## src/rtl/nios_system_keycode_in.sv

```systemverilog
// Avalon-MM input PIO: synchronised in_port, sticky edge capture, level irq.
// Optional IRQMASK register and irq output enabled by KEYCODE_IN_IRQ_EN.
module nios_system_keycode_in #(
    parameter int DATA_WIDTH = 8,
    parameter int EDGE_TYPE  = 0
) (
    input  logic                  clk,
    input  logic                  reset,
    input  logic [1:0]            address,
    input  logic                  chipselect,
    input  logic                  write_n,
    input  logic [31:0]           writedata,
    input  logic [DATA_WIDTH-1:0] in_port,
    output logic [31:0]           readdata,
    output logic                  irq
);

    localparam int W = DATA_WIDTH;

    logic [W-1:0] sync1;
    logic [W-1:0] sync2;
    logic [W-1:0] prev;
    logic [W-1:0] edgecap;
    logic [W-1:0] det_raw;
    logic [W-1:0] det;
    logic [W-1:0] clr;
    logic [W-1:0] mask_rd;
    logic [1:0]   warm;
    logic         wr;
    logic [31:0]  rd_next;
    logic         unused_ok;

    assign wr        = chipselect & ~write_n;
    assign unused_ok = ^writedata;

    always_comb begin
        det_raw = '0;
        if (EDGE_TYPE == 1)
            det_raw = ~sync2 & prev;
        else if (EDGE_TYPE == 2)
            det_raw = sync2 ^ prev;
        else
            det_raw = sync2 & ~prev;
    end

    // Mask detection until the synchroniser holds real samples
    assign det = (warm == 2'd3) ? det_raw : '0;
    assign clr = (wr && address == 2'd3) ? writedata[W-1:0] : '0;

`ifdef KEYCODE_IN_IRQ_EN
    logic [W-1:0] irqmask;

    always_ff @(posedge clk) begin
        if (reset)
            irqmask <= '0;
        else if (wr && address == 2'd2)
            irqmask <= writedata[W-1:0];
    end

    assign mask_rd = irqmask;
    assign irq     = |(edgecap & irqmask);
`else
    assign mask_rd = '0;
    assign irq     = 1'b0;
`endif

    always_comb begin
        rd_next = '0;
        unique case (address)
            2'd0: rd_next[W-1:0] = sync2;
            2'd1: rd_next        = '0;
            2'd2: rd_next[W-1:0] = mask_rd;
            2'd3: rd_next[W-1:0] = edgecap;
            default: rd_next     = '0;
        endcase
    end

    always_ff @(posedge clk) begin
        if (reset) begin
            sync1    <= '0;
            sync2    <= '0;
            prev     <= '0;
            edgecap  <= '0;
            warm     <= 2'd0;
            readdata <= '0;
        end else begin
            sync1    <= in_port;
            sync2    <= sync1;
            prev     <= sync2;
            if (warm != 2'd3)
                warm <= warm + 2'd1;
            // A new edge wins over a same-cycle clear
            edgecap  <= (edgecap & ~clr) | det;
            readdata <= rd_next;
        end
    end

endmodule

```

## config.mk

```make
export PLATFORM = sky130hd
export DESIGN_NAME = nios_system_keycode_in
export DESIGN_NICKNAME = d
export VERILOG_FILES = /design/src/rtl/nios_system_keycode_in.sv
export SDC_FILE = /design/constraint.sdc
export NUM_CORES = 1
export LEC_CHECK = 0
export ABC_AREA = 1
export ABC_CLOCK_PERIOD_IN_PS = 1530
export CORE_MARGIN = 8
export CORE_UTILIZATION = 45
export CTS_BUF_LIST = sky130_fd_sc_hd__clkbuf_2 sky130_fd_sc_hd__clkbuf_4 sky130_fd_sc_hd__clkbuf_8
export CTS_CLUSTER_DIAMETER = 150
export DETAILED_ROUTE_END_ITERATION = 10
export PLACE_DENSITY_LB_ADDON = 0.05
export SYNTH_ARGS = -nofsm -noshare
export SYNTH_HDL_FRONTEND = slang
export SYNTH_SLANG_ARGS = --single-unit
```

## constraint.sdc

```tcl
create_clock -name clk -period 1.53 [get_ports clk]
set_input_delay 0.306 -clock clk [delete_from_list [all_inputs] [get_ports clk]]
set_output_delay 0.306 -clock clk [all_outputs]
set_load 0.005 [all_outputs]
```

# After elaboration in Yosys (flattened, before gate mapping)
# Cells that the tools add are included.
# word_totals
register_bits	66
input_bits	46
elab_cells	26
# op_classes
add_sub_neg	1
n_eq_ne	5
muxes	3
n_bitwise	7
reduce_logical	3
# op_table
operator	count
$pmux W8 S3	1
$and A8 B8 Y8	2
$mux W8	2
$not A8 Y8	2
$or A8 B8 Y8	1
$eq A2 B2 Y1 const B	3
$add A2 B1 Y2 const B	1
$eq A2 B1 Y1 const B	1
$logic_not A2 Y1	1
$ne A2 B2 Y1 const B	1
$reduce_or A2 Y1	1
$and A1 B1 Y1	1
$logic_and A1 B1 Y1	1
$not A1 Y1	1

# Logic depth before layout (Yosys ltp)
# logic_depth
ltp_word	7
ltp_mapped	6
depth_no_buf	5

# Least setup slack after synthesis
# No wires, ideal clock.
# synth_path
path_type	reg-to-reg
startpoint	register warm[0]
endpoint	register edgecap[0]
t_arrival_ns	0.779
required_time_ns	1.418
slack_ns	0.639
stages_incl_launch_ff	6
path_buffers	0
period_less_slack_ns	0.891
cell_sequence	dfxtp_1 ha_1 inv_2 nor2_1 nand2_1 nand2_1
# synth_between
elab_chain_len	3
# synth_lines
item	line_no	text
from (decl)	28	logic [1:0] warm;
from (signal assigned)	91	warm <= warm + 2'd1;
$eq A2 B2 Y1	47	assign det = (warm == 2'd3) ? det_raw : '0;
$mux W8	47	
$or A8 B8 Y8	93	edgecap <= (edgecap & ~clr) | det;
to (signal assigned)	93	
to (decl)	23	logic [W-1:0] edgecap;
# No other way between the ends.
# A chain may end at the register's enable or synchronous reset.

# Final worst setup path
# layout_path
startpoint	register readdata[5]
endpoint	output port readdata[5]
# layout_rtl
item	line_no	text
from (decl)	14	output logic [31:0] readdata,
from (signal assigned)	94	readdata <= rd_next;
# No word-level cell between the ends.

==> results.toml <==
[critical_path]
slowest_delay_ns = 0.50
regToRegEndpoint = "edgecap[4]"
end_kind = "primary output"
crit_type = "reg2out"
reg2reg_slack_ns = 0.50
worst_ep_arrival_time_ns = 1.10
worstSetupStartpointType = "flip-flop"
rr_worst_depth = 5
crit_required_ns = 1.22
crit_family = "buffers and inverters"
path_cells = "clkdlybuf4s50_1"
crit_fanout = 1
crit_buf_inv = 1
crit_slowest_cell = "clkdlybuf4s50_1"
r2r-start = "warm[0]"

[place]
portBuffers = 29
gp_congestion = 0.718
dp_hpwl_um = 2130

[cts]
holdBufCountCts = 0
post_cts_buffers = 0
cts_root_buffer = "clkbuf_8"
cts_buffers = 5
postCtsResizedCells = 0
cts_tree = "built"
clk_latency_ns = 0.29
cts.sinks = 42
htreeDepth = 2
cts_buffer_depth = 2
clkTransAtPathRegs_ns = 0.08

[power]
p_switching_uw = 489
internal_power_uw = 1620
combPwrFrac_pct = 10.4
powerDensity_nw_per_um2 = 1050
p_clk_share_pct = 34.8
vdd_ir_drop_max_mv = 0.669
switching_share_pct = 23.2
power_frac_seq_pct = 54.9
p_leak_uw = 0.000976

[timing]
fin_skew_ns = 0.00504
maxSlewHeadroom_pct = 65.4
fmax_ghz = 0.712
finalHoldViolations = 0
tightest_slew_ns = 0.519
grt_setup_unrepaired = "no"
setup_viol = 0
finalMaxSlewViolations = 0
period_needed_ns = 1.40
setup_tns_ns = 0
fin_crit_sh_pct = 91.8

[global_routing]
met1_usage_pct = 11.5
antenna_found_initial = 0
grt_remaining_overflow = 0
first_global_vias = 1067
grt_usage_pct = 10.4
grt_first_pass_wirelength_um = 4980
use_met3_pct = 4.90
met2_usage_pct = 17.0
grt.busiest_layer = "met2"
grt_max_degree = 17

[final_layout]
antenna_cells = 0
final_nets = 285
final_util_pct = 55.3
final_layout_size_suffix_gt1_share_pct = 10.9
area_growth_pct = 18.8

[job]
drv_cap = 0

[floorplan]
rows = 22
core_um2 = 3630
die_h_um = 77.3
die_area_um2 = 5980
floorplan.initialDensity_pct = 46.6
fp.dieW_um = 77.3
io_pins = 79

[route]
drt_wl_total_um = 2960
ant_nets = 0
drtPass1Iterations = 4
vias = 1138
drt_iter0_markers = 42
avgRoutedWirePerCell_um = 10.3
drc = 0
vias_per_cell = 3.97

[logic_synthesis]
synth_cell_types = 18
synth_warnings = 0
syn_inst = 206
synth-seq-cells = 42
syn_avg_cell_area_um2 = 8.21
synth-seq-area-share_pct = 49.7
syn_area_um2 = 1690

[worst_hold_path]
whs_path_depth = 2
worstHoldStart = "sync1[7]"
hold_path_end = "sync2[7]"
hp-class = "reg2reg"

[outcome]
status = "complete, no violations"
## registers in the layout (all words and copies together), names as in the netlist
register  flops
readdata      8
sync2         8
sync1         8
prev          8
warm          2
edgecap       8
## layer usage
layer | routed length, µm | vias up
met5 | 0 | -
met4 | 36 | 0
met3 | 146 | 4
met2 | 1470 | 24
met1 | 1310 | 495
li1 | - | 615
## Yosys cell counts (all sizes together)
library cell / n / share of area [%]
buf: 30 / 14
conb: 1 / 0.22
dfxtp: 42 / 50
ha: 1 / 0.74
inv: 36 / 8.3
nand2: 41 / 9.1
nand3: 8 / 2.4
nor2: 36 / 9.8
o21ai: 9 / 4.4
or2: 1 / 0.37
xor2: 1 / 0.52
## area by class of cell
class	instances	area [µm²]
Clock buffer	7	90.1
Timing Repair Buffer	31	318
Fill cell	359	1620
Multi-Input combinational cell	122	556
Sequential cell	42	841
Inverter	36	140
Tap cell	48	60.1
Clock inverter	1	5.00
## placed cells by master (no fill, tap or decap), drive strengths merged
master / count
dfxtp: 42
clkbuf: 7
or2: 1
clkdlybuf4s50: 29
nor2: 36
nand2: 41
o21ai: 9
ha: 1
inv: 36
nand3: 8
clkinv: 1
buf: 2
conb: 25
xor2: 1
## kinds of logic after synthesis
group	count (synthesis)	synth area share, %
simple gates	86	21.6
flops	42	49.7
fa+ha+maj	1	0.740
other cells	1	0.222
xor+xnor	1	0.518
compound gates	9	4.44
buf+inv	66	22.8
## power groups by stage
stage	logic (µW)	registers, µW	clock network [µW]
6_report	218	1160	733
5_1_grt	251	1160	798
3_5_place_dp	218	1180	0
2_1_floorplan	181	1180	0
4_1_cts	219	1160	752
3_3_place_gp	212	1180	0
## worst max-delay path by stage
stage	startpoint	endpoint	cells past startpoint	slack [ns]
after floorplan	warm[0]	edgecap[0]	5	0.64
after global routing	readdata[5]	readdata[5]	1	0.07
final	readdata[5]	readdata[5]	1	0.13
after detailed placement	address[0]	readdata[0]	3	0.09
after CTS	readdata[5]	readdata[5]	1	0.11
after global placement	address[1]	readdata[6]	3	0.09
## worst register-to-register path: cells and delay by family (launching register included)
| kind | cells | cell delay [ns] |
|---|---|---|
| fa+ha+maj | 1 | 0.24 |
| buf+inv | 1 | 0.18 |
| flops | 1 | 0.32 |
| simple gates | 3 | 0.19 |
## through the flow
| step | std cells | area (µm²) | total power [µW] | hold WS (ns) | setup WS [ns] |
|---|---|---|---|---|---|
| finish | 287 | 2010 | 2110 | 0.404 | 0.125 |
| global placement | 279 | 1910 | 1390 | 0.392 | 0.0921 |
| CTS | 287 | 2010 | 2130 | 0.402 | 0.106 |
| global route | 287 | 2010 | 2210 | 0.420 | 0.0670 |
| floorplan | 230 | 1780 | 1360 | 0.388 | 0.639 |
| detailed placement | 279 | 1910 | 1400 | 0.397 | 0.0917 |
Power figures use the tool's default switching activity.
